**src/rtl/uart_rx_pkg.sv**
```systemverilog
// Shared FSM encoding, default divider and width helper for the UART receiver.
package uart_rx_pkg;

    typedef enum logic [1:0] {
        StIdle,
        StStart,
        StData,
        StStop
    } state_e;

    // 10 MHz clock / 115200 baud, rounded
    localparam int unsigned DefaultBaudDiv = 87;

    // Bits needed to hold values 0..value-1 (minimum 1)
    function automatic int unsigned clog2(input int unsigned value);
        int unsigned r;
        r = 0;
        for (int unsigned i = 0; i < 31; i++) begin
            if ((32'd1 << i) < value) begin
                r = i + 1;
            end
        end
        return (r == 0) ? 1 : r;
    endfunction

endpackage

```
**src/rtl/uart_rx_fifo.sv**
```systemverilog
// First-word-fall-through receive FIFO; pointers carry an extra wrap bit for full/empty.
module uart_rx_fifo
    import uart_rx_pkg::*;
#(
    parameter int unsigned Depth = 16,
    parameter int unsigned Width = 8
) (
    input  logic             i_clk,
    input  logic             i_rst,
    input  logic             i_wr_en,
    input  logic [Width-1:0] i_wr_data,
    input  logic             i_rd_en,
    output logic [Width-1:0] o_rd_data,
    output logic             o_full,
    output logic             o_empty
);

    localparam int unsigned AddrW = clog2(Depth);

    logic [Width-1:0] mem_q [Depth];
    logic [AddrW:0]   wr_ptr_q;
    logic [AddrW:0]   rd_ptr_q;

    assign o_empty   = (wr_ptr_q == rd_ptr_q);
    assign o_full    = (wr_ptr_q[AddrW] != rd_ptr_q[AddrW]) &&
                       (wr_ptr_q[AddrW-1:0] == rd_ptr_q[AddrW-1:0]);
    assign o_rd_data = mem_q[rd_ptr_q[AddrW-1:0]];

    always_ff @(posedge i_clk) begin
        if (i_rst) begin
            wr_ptr_q <= '0;
            rd_ptr_q <= '0;
        end else begin
            if (i_wr_en) begin
                wr_ptr_q <= wr_ptr_q + 1'b1;
            end
            if (i_rd_en && !o_empty) begin
                rd_ptr_q <= rd_ptr_q + 1'b1;
            end
        end
    end

    // Caller only writes when there is room (or a read frees the head slot this cycle)
    always_ff @(posedge i_clk) begin
        if (i_wr_en) begin
            mem_q[wr_ptr_q[AddrW-1:0]] <= i_wr_data;
        end
    end

endmodule

```
**src/rtl/uart_rx.sv**
```systemverilog
// UART 8N1 receiver. Default build buffers one byte; define UART_RX_FIFO_EN for a
// G_FIFO_DEPTH-entry first-word-fall-through FIFO.
module uart_rx
    import uart_rx_pkg::*;
#(
    parameter int unsigned G_BAUD_DIV   = DefaultBaudDiv,
    parameter int unsigned G_FIFO_DEPTH = 16
) (
    input  logic       i_clk,
    input  logic       i_rst,
    input  logic       i_uart_rx,
    output logic [7:0] o_data,
    output logic       o_valid,
    input  logic       i_ready,
    output logic       o_framing_error,
    output logic       o_overflow,
    output logic       o_busy
);

    localparam int unsigned     CntW     = clog2(G_BAUD_DIV);
    localparam logic [CntW-1:0] HalfLoad = CntW'(G_BAUD_DIV / 2 - 1);
    localparam logic [CntW-1:0] FullLoad = CntW'(G_BAUD_DIV - 1);

    logic            rx_meta_q;
    logic            rx_sync_q;
    logic            rx_hist_q;
    state_e          state_q;
    logic [CntW-1:0] cnt_q;
    logic [2:0]      bit_idx_q;
    logic [7:0]      shift_q;
    logic            framing_error_q;
    logic            overflow_q;
    logic            stop_write;
    logic            buf_full;
    logic            buf_read;

    always_ff @(posedge i_clk) begin
        if (i_rst) begin
            rx_meta_q <= 1'b1;
            rx_sync_q <= 1'b1;
            rx_hist_q <= 1'b1;
        end else begin
            rx_meta_q <= i_uart_rx;
            rx_sync_q <= rx_meta_q;
            rx_hist_q <= rx_sync_q;
        end
    end

    always_ff @(posedge i_clk) begin
        if (i_rst) begin
            state_q         <= StIdle;
            cnt_q           <= '0;
            bit_idx_q       <= '0;
            shift_q         <= '0;
            framing_error_q <= 1'b0;
        end else begin
            framing_error_q <= 1'b0;
            unique case (state_q)
                StIdle: begin
                    // Falling edge only, so a line stuck low cannot retrigger
                    if (rx_hist_q && !rx_sync_q) begin
                        state_q <= StStart;
                        cnt_q   <= HalfLoad;
                    end
                end
                StStart: begin
                    if (cnt_q == '0) begin
                        if (rx_sync_q) begin
                            state_q <= StIdle;
                        end else begin
                            state_q   <= StData;
                            cnt_q     <= FullLoad;
                            bit_idx_q <= '0;
                        end
                    end else begin
                        cnt_q <= cnt_q - 1'b1;
                    end
                end
                StData: begin
                    if (cnt_q == '0) begin
                        shift_q[bit_idx_q] <= rx_sync_q;
                        cnt_q              <= FullLoad;
                        bit_idx_q          <= bit_idx_q + 3'd1;
                        if (bit_idx_q == 3'd7) begin
                            state_q <= StStop;
                        end
                    end else begin
                        cnt_q <= cnt_q - 1'b1;
                    end
                end
                StStop: begin
                    if (cnt_q == '0) begin
                        state_q         <= StIdle;
                        framing_error_q <= !rx_sync_q;
                    end else begin
                        cnt_q <= cnt_q - 1'b1;
                    end
                end
                default: state_q <= StIdle;
            endcase
        end
    end

    assign stop_write = (state_q == StStop) && (cnt_q == '0) && rx_sync_q;
    assign buf_read   = o_valid && i_ready;

    always_ff @(posedge i_clk) begin
        if (i_rst) begin
            overflow_q <= 1'b0;
        end else begin
            overflow_q <= stop_write && buf_full && !buf_read;
        end
    end

`ifdef UART_RX_FIFO_EN
    logic       fifo_empty;
    logic [7:0] fifo_head;

    uart_rx_fifo #(
        .Depth (G_FIFO_DEPTH),
        .Width (8)
    ) u_fifo (
        .i_clk     (i_clk),
        .i_rst     (i_rst),
        .i_wr_en   (stop_write && (!buf_full || buf_read)),
        .i_wr_data (shift_q),
        .i_rd_en   (buf_read),
        .o_rd_data (fifo_head),
        .o_full    (buf_full),
        .o_empty   (fifo_empty)
    );

    assign o_valid = !fifo_empty;
    assign o_data  = fifo_empty ? 8'h00 : fifo_head;
`else
    logic       hold_valid_q;
    logic [7:0] hold_data_q;

    always_ff @(posedge i_clk) begin
        if (i_rst) begin
            hold_valid_q <= 1'b0;
            hold_data_q  <= 8'h00;
        end else if (stop_write && (!hold_valid_q || buf_read)) begin
            hold_valid_q <= 1'b1;
            hold_data_q  <= shift_q;
        end else if (buf_read) begin
            hold_valid_q <= 1'b0;
        end
    end

    assign buf_full = hold_valid_q;
    assign o_valid  = hold_valid_q;
    assign o_data   = hold_data_q;
`endif

    assign o_framing_error = framing_error_q;
    assign o_overflow      = overflow_q;
    assign o_busy          = (state_q != StIdle);

endmodule

```
**config.mk**
```make
export PLATFORM = sky130hd
export DESIGN_NAME = uart_rx
export DESIGN_NICKNAME = d
export VERILOG_FILES = /design/src/rtl/uart_rx_pkg.sv /design/src/rtl/uart_rx_fifo.sv /design/src/rtl/uart_rx.sv
export SDC_FILE = /design/constraint.sdc
export NUM_CORES = 1
export LEC_CHECK = 0
export CELL_PAD_IN_SITES_DETAIL_PLACEMENT = 0
export CELL_PAD_IN_SITES_GLOBAL_PLACEMENT = 2
export CORE_MARGIN = 2
export CORE_UTILIZATION = 38
export DETAILED_ROUTE_END_ITERATION = 8
export PLACE_DENSITY_LB_ADDON = 0.1
export SLEW_MARGIN = 30
export SYNTH_ARGS = -nofsm -noshare
export SYNTH_HDL_FRONTEND = slang
export SYNTH_HIERARCHICAL = 1
export SYNTH_SLANG_ARGS = --single-unit
```
**constraint.sdc**
```tcl
create_clock -name i_clk -period 4.8 [get_ports i_clk]
set_clock_uncertainty 0.2 [all_clocks]
set_input_delay 1.2 -clock i_clk [delete_from_list [all_inputs] [get_ports i_clk]]
set_output_delay 1.2 -clock i_clk [all_outputs]
set_load 0.02 [all_outputs]
```
Word-level counts from Yosys, hierarchy flattened. Cells that the tools add are included.

Register bits: 34. Bits in latches: 0. RAM bits: 0. Memory bits (read-only): 0. Logic and storage cells: 73. Memories: 0.

$add $sub $neg: 2. Multiply operators: 0. Divide/modulo/power cells: 0. $lt $le $gt $ge: 2. Equality and inequality tests: 12. Shift operators: 0. Multiplexer cells: 22. Bitwise gates (word level): 2. Reduce and logical (&&, ||, !) cells: 22.

Operators by type and width (number): $mux W7 (5); $pmux W7 S4 (1); $ne A2 B2 Y1 const B (7); $mux W2 (6); $mux W3 (3); $bwmux W8 (1); $logic_and A1 B1 Y1 (8); $pmux W2 S4 (1); $logic_not A7 Y1 (1); $sub A7 B1 Y7 const B (1); $pmux W3 S2 (1); $reduce_bool A2 Y1 (3); $reduce_and A5 Y1 (1); $eq A2 B2 Y1 const B (2); $lt A3 B4 Y1 const B (1); $reduce_and A4 Y1 (1); $add A3 B1 Y3 const B (1); $demux W1 S3 (1); $eq A3 B3 Y1 const B (1); $ge A3 B1 Y1 const B (1); $logic_not A1 Y1 (3); $mux W1 (3); $ne A3 B3 Y1 const B (1); $reduce_and A3 Y1 (1); other kinds (6) (7).

Logic depth before layout (Yosys ltp).
Word-level depth: 5. Depth in mapped cells: 6. Mapped depth without buffers: 6.

Worst setup path before layout. No wires, ideal clock.

Path kind: reg2out. From: register state_q[0]. To: output o_busy. Data arrival time: 836 ps. Slack: 2564 ps. Stages on the path, launching flop included: 4. Cell sequence: dfxtp_1 > inv_1 > ha_1 > inv_1.

Word-level cells in the longest chain between the ends: 1.

Ends and longest elaborated chain: start, declared (RTL line uart_rx.sv:27) `state_e state_q;`; start signal, assigned (RTL line uart_rx.sv:51) `state_q <= StIdle;`; start signal, assigned (RTL line uart_rx.sv:62) `state_q <= StStart;`; start signal, assigned (RTL line uart_rx.sv:69) `state_q <= StIdle;`; $reduce_bool A2 Y1 (RTL line uart_rx.sv:158) `assign o_busy = (state_q != StIdle);`; end, declared (RTL line uart_rx.sv:17) `output logic o_busy`.

Every way passes these cells.

Final worst setup path. Ends and elaborated chain as after synthesis.

==> flow_summary.toml <==
[worst_setup_path]
r2r-end = "o_data[4]$_SDFFE_PP0P_"
path_common_cell = "inv_1"
path_delay_family = "buffers and inverters"
path_class = "flip-flop to output port"
endpoint_kind = "output port"
regToRegSetupSlack_ns = 2.68
path_buf_inv = 3
reg2reg_depth = 6
arrival_ns = 1.72
start_kind = "flip-flop"
reg2reg_from = "cnt_q[0]$_SDFFE_PP0P_"
max_stage_delay_ns = 0.59
crit_chain = "inv_1 > ha_1 > inv_1 > clkdlybuf4s50_1"
cp.required_ns = 3.40
slowest_stage = "clkdlybuf4s50_1"
cp_max_fo = 6

[logic_synthesis]
synthesis.area_um2 = 1675
synth_top_area_share_pct = 40.63
synth_common_cells = "dfxtp_1, nand2_1, mux2i_1, a21oi_1, nor2_1"
ys_warn_count = 6
synth_area_leader_cell = "dfxtp_1"
synth_enable_flop_cells = 0
synthTopCellsByArea = "dfxtp_1, mux2i_1, nand2_1"
postSynthAreaPerCell_um2 = 9.256
syn_inst = 181
synth_fp_nets = 193
yosysSeqAreaShare_pct = 40.63
synthDistinctLibCells = 44
async_flop_share_pct = 0
ys.flop_type = "dfxtp_1"
ys_ff_latch = 34
yosysMostFrequentCell = "dfxtp_1"

[final_layout]
final_area_um2 = 1951
nNetsFinal = 210
stdcell_count = 251
area_delta_synth_final_pct = 16.43
drive_above_1_share_pct = 9.548
antenna_cells = 0

[place]
preCtsSetupSlack_ns = 1.405
io_buffers = 15
dp_cells = 243
hpwlAfterDp_um = 2563
post_dp_cell_area_um2 = 1844
place_congestion = 0.8469

[worst_hold_path]
hold_depth = 1
holdCritPathClass = "flip-flop to flip-flop"
min_from = "rx_meta_q$_SDFF_PP1_"
hold_path_end = "rx_sync_q$_SDFF_PP1_"

[pwr]
leakage_uw = 0.0008027
power_per_cell_area_nw_per_um2 = 368.8
finalPower_uw = 719.4
vdd_drop_max_mv = 0.2051

[detailed_routing]
drt.antenna.violating_nets = 0
dr_wl_met3_um = 163
met1Wirelength_um = 1798
routed.top_layer = "met4"
via_count = 1334
drcViolationCount = 0
routed_wirelength_um = 3588
viasPerCell = 5.315
wl_per_cell_um = 14.29
wl_met2_um = 1586
dr.first_iter.drc_count = 56
drt_pass1_iterations = 4

[clock_network]
cts_made_buffers = 5
clock_latency_ns = 0.28
cts_max_path_buffers = 2
clock_sinks = 34
post_cts_resized = 0
ctsHoldBuffers = 0
cts.clk_slew.worst_paths_ns = 0.07
cts_tree = "yes"
cts_htree_levels = 2
post-cts-setup-buffers = 0
root_buffer = "clkbuf_8"

[sta]
slew_violations = 0
post-route-min-period_ns = 3.118
final_hold_viol_count = 0
timing.fmax_ghz = 0.3207
fin_ws_ns = 1.682
slew_headroom_pct = 52.79
setup_viol = 0
setup_tns_ns = 0
worst_slew_pin_slew_ns = 0.7073
rsz0062_at_grt = "no"
min_period_over_period_pct = 64.97

[grt]
grt_pass1_wl_um = 6182
grt.overflow.total = 0
grt_max_degree = 24
antenna_found_initial = 0
grt_pass1_vias = 1323
grt_use_total_pct = 15.82

[flow_run]
maxCapViolCount = 0

[floorplanning]
coreArea_um2 = 4294
rows = 24
die-area_um2 = 4956
die_x_um = 70.40
start_util_pct = 39.02
die-height_um = 70.40
io_pins = 16

[status]
status = "complete, no violations"
## cell type report
type                       instances  area (µm²)
multi-input combinational        133       914.6
inverter                           9       33.78
fill                             427        2344
timing repair buffer              15       150.1
clock buffer                       7       76.32
clock inverter                     1       30.03
sequential                        34       680.7
tap                               52       65.06
## routing by layer
metal  vias up  track usage (%)
met5         -                0
met1       622            21.43
met2        26            24.63
met4         0            4.487
met3         6            4.329
li1        680                -
## stage by stage
| step | hold WS (ns) | utilization [%] |
|---|---|---|
| CTS | 0.2260 | 45.43 |
| finish | 0.2200 | 45.43 |
| detailed placement | 0.2089 | 42.95 |
| global placement | 0.1976 | 42.95 |
| global route | 0.2296 | 45.43 |
| floorplan | 0.1895 | - |
## how the worst max path moves through the flow
| stage | start | to | cells past startpoint |
|---|---|---|---|
| final | state_q[0]$_SDFFE_PP0P_ | o_busy | 4 |
| after global routing | i_rst | shift_q[7]$_SDFFE_PP0P_ | 4 |
| after CTS | state_q[0]$_SDFFE_PP0P_ | o_busy | 4 |
| after detailed placement | i_rst | shift_q[6]$_SDFFE_PP0P_ | 4 |
| after global placement | i_rst | shift_q[5]$_SDFFE_PP0P_ | 4 |
| after floorplan | state_q[0]$_SDFFE_PP0P_ | o_busy | 3 |
## cell families after synthesis
kind of cell,Yosys count,share of synthesized area (%)
mux,19,11.43
flops,34,40.63
buf+inv,14,4.780
fa+ha+maj,8,5.975
compound gates,34,13.44
simple gates,72,23.75
## registers in the layout, summed over array words and instances, names as in the netlist, named ones only
name / count
o_data: 8
shift_q: 8
cnt_q: 7
bit_idx_q: 3
o_framing_error: 1
o_overflow: 1
o_valid: 1
rx_hist_q: 1
rx_meta_q: 1
rx_sync_q: 1
state_q: 1
## worst reg2reg max path, stage by stage (launching register included)
cell,delay (ns)
dfxtp_1,0.33
inv_1,0.06
ha_1,0.18
or2b_2,0.36
nor3_4,0.38
nand4_4,0.30
mux2i_1,0.19
## where the power goes
group          internal (µW)  switching (µW)  total (µW)
Clock                    155             105         260
Combinational           56.8            99.2         156
Sequential               292            11.6         303
Total                    504             215         719
## cells in the final DEF (no fill, tap or decap), types with 2 or more instances in the layout
cell	netlist	final
clkdlybuf4s50_1	0	15
nor4_1	2	2
o21ai_0	3	3
nor2b_1	4	4
clkbuf_1	2	2
nor2_1	10	10
ha_1	8	8
mux2i_1	18	18
inv_1	9	9
o32ai_1	2	2
or2_2	3	3
a21oi_1	14	14
nand2_1	28	28
or3_1	2	2
dfxtp_1	34	34
nand3_1	4	4
nand4_1	4	4
a31oi_1	2	2
or2b_2	2	2
nor3_1	3	3
o21bai_1	2	2
clkbuf_8	2	5
(Power assumes the default switching activity.)
==> edit 1 (same settings) <==
The package constant `DefaultBaudDiv` goes from 87 to 174.
--- a/src/rtl/uart_rx_pkg.sv
+++ b/src/rtl/uart_rx_pkg.sv
@@ -10,5 +10,5 @@
 
     // 10 MHz clock / 115200 baud, rounded
-    localparam int unsigned DefaultBaudDiv = 87;
+    localparam int unsigned DefaultBaudDiv = 174;
 
     // Bits needed to hold values 0..value-1 (minimum 1)
Behaviour: no difference found for any inputs over 10 cycles, from zero or initial values and one cycle with i_rst high; that may be too few to reach the edited logic, so the function may still have changed.
==> edit 1 against the original RTL <==
Setup slack worse by 24 ps; total power is 5.5% higher; global-route usage is 0.92 points higher; area after synthesis increased by 5.5%; design area rose by 4.3%; critical path type unchanged; routed wire length is 12% higher; highest routed layer unchanged; worst hold slack lost 4.0 ps; sequential power up 6.6%; sequential cell count increased by 1.
==> edit 1: results (changes against the original RTL) <==
- Synth Area in Compound Gates: 15.3% (was 13.4%)
- Avg Vias per Cell: 5.61 (was 5.31)
- Mux cell area share after synthesis: 10.3% (was 11.4%)
- Register area share after synthesis: 39.7% (was 40.6%)
- Leakage power: 0.000775 uW (was 0.000803 uW)
- Largest net degree at the start of global routing: 34 (was 24)
- Run status: complete, no violations (unchanged)
- Final wirelength: 4010 um (was 3590 um)
- GP Congestion: 0.800 (was 0.847)
- DR iter-0 viols: 73 (was 56)
- Top cells by area, synth: dfxtp_1, mux2i_1, nor2_1, ha_1, a21oi_1 (was dfxtp_1, mux2i_1, nand2_1, ha_1, a21oi_1)
- Share of cells above drive strength 1: 8.13% (was 9.55%)
- Critical path data arrival time: 1740 ps (was 1720 ps)
- Number of global-route vias before repair: 1503 (was 1323)
- Reg2Reg Setup Slack: 2110 ps (was 2680 ps)
- Relative max-transition margin: 56.0% (was 52.8%)
- Post-DP HPWL: 2780 um (was 2560 um)
- Post-Syn Area: 1770 um^2 (was 1680 um^2)
- Reg-to-Reg End: cnt_q[6]$_SDFFE_PP0P_ (was o_data[4]$_SDFFE_PP0P_)
- Total global-route track usage: 16.7% (was 15.8%)
- Peak supply drop: 181 uV (was 205 uV)
- Synth cell types: 45 (was 44)
- List of most frequent post-synthesis cells: dfxtp_1, nor2_1, mux2i_1, a21oi_1, inv_1 (was dfxtp_1, nand2_1, mux2i_1, a21oi_1, nor2_1)
- Sw Share: 33.6% (was 29.9%)
- First-pass GRT wire length: 6760 um (was 6180 um)
- Crit path max fanout: 5 (was 6)
- Adder and majority cell fraction of the synthesized area: 5.67% (was 5.97%)
- Syn Nets: 208 (was 193)
- Final net count: 220 (was 210)
-- edit 1: cell types whose count changed in the layout (fill, tap and decap cells not counted), moves of 3 or more --
cell and change:
and3b_1 +3, buf_4 +3, nand4_1 +4, a21oi_1 -4, nand2_1 -19, nor2_1 +17
-- edit 1: logic make-up after synthesis --
family / count (synthesis)
mux: 18
compound gates: 37
simple gates: 75
fa+ha+maj: 8
buf+inv: 23
flops: 35
-- edit 1: area by class of cell --
cell class	count	share of cell area, %
multi-input cells	138	47.1
flip-flops and latches	35	34.4
repair buffers	18	8.49
clock buffers	8	4.92
well taps	52	3.20
inverters	10	1.85
-- edit 1: routing by layer --
| metal | track usage [%] | up-vias | wire [um] |
|---|---|---|---|
| li1 | - | 729 | - |
| met1 | 19.9 | 702 | 1820 |
| met2 | 29.0 | 27 | 1960 |
| met3 | 4.44 | 7 | 155 |
| met4 | 6.08 | 0 | 65 |
| met5 | 0 | - | 0 |
-- edit 1: critical path: stages (launching register included) --
cell             delay (ps)
dfxtp_1                 390
inv_1                   110
ha_1                    240
inv_1                   110
clkdlybuf4s50_1         610
-- edit 1: worst min path at each step --
stage,from,to
global placement,rx_meta_q$_SDFF_PP1_,rx_sync_q$_SDFF_PP1_
detailed placement,rx_meta_q$_SDFF_PP1_,rx_sync_q$_SDFF_PP1_
finish,rx_meta_q$_SDFF_PP1_,rx_sync_q$_SDFF_PP1_
floorplan,rx_meta_q$_SDFF_PP1_,rx_sync_q$_SDFF_PP1_
CTS,rx_meta_q$_SDFF_PP1_,rx_sync_q$_SDFF_PP1_
global route,rx_meta_q$_SDFF_PP1_,rx_sync_q$_SDFF_PP1_
-- edit 1: power by group through the flow --
| stage | clock (uW) | sequential, uW | combinational, uW |
|---|---|---|---|
| 2_1_floorplan | 0 | 324 | 165 |
| 3_3_place_gp | 0 | 328 | 200 |
| 3_5_place_dp | 0 | 329 | 203 |
| 4_1_cts | 241 | 322 | 204 |
| 5_1_grt | 256 | 325 | 223 |
| 6_report | 233 | 323 | 203 |
-- edit 1: metrics by stage --
stage	setup slack (ps)	utilization [%]	hold WS [ps]	cell area, um^2	instances
after floorplan	2540	-	189	1770	196
after global placement	2010	43.8	194	1930	253
after detailed placement	1960	43.8	210	1930	253
after CTS	1640	46.1	222	2030	261
after global routing	1550	46.1	234	2030	261
final	1660	46.1	216	2030	261
==> edit 2 (same flow settings) <==
Without the edit above. Put one more register stage on the output `o_overflow`. The value now appears one clock later. The other outputs are not delayed to match.
--- a/src/rtl/uart_rx.sv
+++ b/src/rtl/uart_rx.sv
@@ -155,5 +155,7 @@
 
     assign o_framing_error = framing_error_q;
-    assign o_overflow      = overflow_q;
+    always_ff @(posedge i_clk) begin
+        o_overflow <= overflow_q;
+    end
     assign o_busy          = (state_q != StIdle);
 
Function: same outputs for any inputs over 10 cycles, from zero or initial values and one cycle with i_rst high; that may be too few to reach the edited logic, so the function may still have changed.
==> edit 2 against the original RTL <==
Fmax decreased by 1.0%; non-clock buffer count unchanged; sequential cell count increased by 1; total power decreased by 5.6%; routed wire length decreased by 0.70%; area after synthesis increased by 1.2%; setup slack got worse by 33 ps; design area about the same; critical endpoint is now shift_q[6]$_SDFFE_PP0P_.
==> edit 2: results (changes against the original RTL) <==
- Initial antenna violation count: 0 (unchanged)
- Share of cells above drive strength 1: 10.0% (was 9.55%)
- CTS resizes: 0 (unchanged)
- Critical path destination: shift_q[6]$_SDFFE_PP0P_ (was o_busy)
- Run status: complete, no violations (unchanged)
- Met2 WL: 1630 um (was 1590 um)
- Relative max-transition margin: 52.1% (was 52.8%)
- Met3 wire length: 162 um (was 163 um)
- Met1 wire length: 1730 um (was 1800 um)
- Flop pwr share: 45.8% (was 42.2%)
- Clock power frac: 31.3% (was 36.1%)
- First-pass GRT wire length: 6000 um (was 6180 um)
- Grt met3 use: 4.27% (was 4.33%)
- List of most frequent post-synthesis cells: dfxtp_1, nand2_1, mux2i_1, a21oi_1, nor2_1 (unchanged)
- Peak supply drop: 210 uV (was 205 uV)
- GP Congestion: 0.845 (was 0.847)
- M2 GR Usage: 23.9% (was 24.6%)
- Critical path data arrival time: 3160 ps (was 1720 ps)
- Final net count: 211 (was 210)
- Syn Nets: 194 (was 193)
- Avg Vias per Cell: 5.38 (was 5.31)
- CP Launch Point: i_rst (was state_q[0]$_SDFFE_PP0P_)
- Register area share after synthesis: 41.3% (was 40.6%)
- Total global-route track usage: 14.9% (was 15.8%)
- Synth cell types: 44 (unchanged)
- Max Freq: 0.317 GHz (was 0.321 GHz)
- Post-DP HPWL: 2500 um (was 2560 um)
- Port buffer count: 15 (unchanged)
- # fillers: 429 (was 427)
- Top cells by area, synth: dfxtp_1, mux2i_1, nand2_1, ha_1, a21oi_1 (unchanged)
- Crit path max fanout: 23 (was 6)
- Total power after layout: 679 uW (was 719 uW)
- Reg-to-Reg End: cnt_q[1]$_SDFFE_PP0P_ (was o_data[4]$_SDFFE_PP0P_)
- Uppermost routed layer: met4 (unchanged)
- Placed instance area: 1860 um^2 (was 1840 um^2)
- Number of global-route vias before repair: 1264 (was 1323)
- Reg2Reg Setup Slack: 2690 ps (was 2680 ps)
- Sw Share: 32.5% (was 29.9%)
- Worst slack, placed: 1330 ps (was 1400 ps)
- Leakage power: 0.000799 uW (was 0.000803 uW)
- DR WL/cell: 14.1 um (was 14.3 um)
- Met1 usage: 19.9% (was 21.4%)
- N_diodes: 0 (unchanged)
## edit 2: critical path, stage by stage
cell and delay, ps:
clkdlybuf4s50_1 690, inv_1 680, nand2_1 350, mux2i_1 230
## edit 2: cell type report
type	instances	share of cell area, %
clock buffers	6	3.72
clock inverters	2	0.642
inverters	9	1.73
multi-input cells	133	46.9
flip-flops and latches	35	35.9
well taps	52	3.34
repair buffers	15	7.70
## edit 2: worst min-delay path by stage
stage / startpoint / end / slack, ps / depth (start not counted)
after floorplan: overflow_q$_SDFF_PP0_ / o_overflow$_DFF_P_ / 110 / 0
after global placement: overflow_q$_SDFF_PP0_ / o_overflow$_DFF_P_ / 120 / 0
after detailed placement: overflow_q$_SDFF_PP0_ / o_overflow$_DFF_P_ / 120 / 0
after CTS: overflow_q$_SDFF_PP0_ / o_overflow$_DFF_P_ / 140 / 0
after global routing: overflow_q$_SDFF_PP0_ / o_overflow$_DFF_P_ / 160 / 0
final: overflow_q$_SDFF_PP0_ / o_overflow$_DFF_P_ / 130 / 0
## edit 2: metrics by stage
step	instances	hold slack (ps)	utilization, %
floorplan	182	110	-
global placement	244	120	43.1
detailed placement	244	121	43.1
CTS	252	138	45.1
global route	252	156	45.1
finish	252	132	45.1
## edit 2: cell families (layout without fill, tap and decap cells)
| kind of cell | Yosys count | after routing | synth area share [%] |
|---|---|---|---|
| AND/OR/NAND/NOR | 72 | 72 | 23.5 |
| flip-flops | 35 | 35 | 41.3 |
| AO/OA/AOI/OAI | 34 | 34 | 13.3 |
| multiplexers | 19 | 19 | 11.3 |
| buffers and inverters | 14 | 32 | 4.72 |
| adder cells (fa/ha/maj) | 8 | 8 | 5.90 |
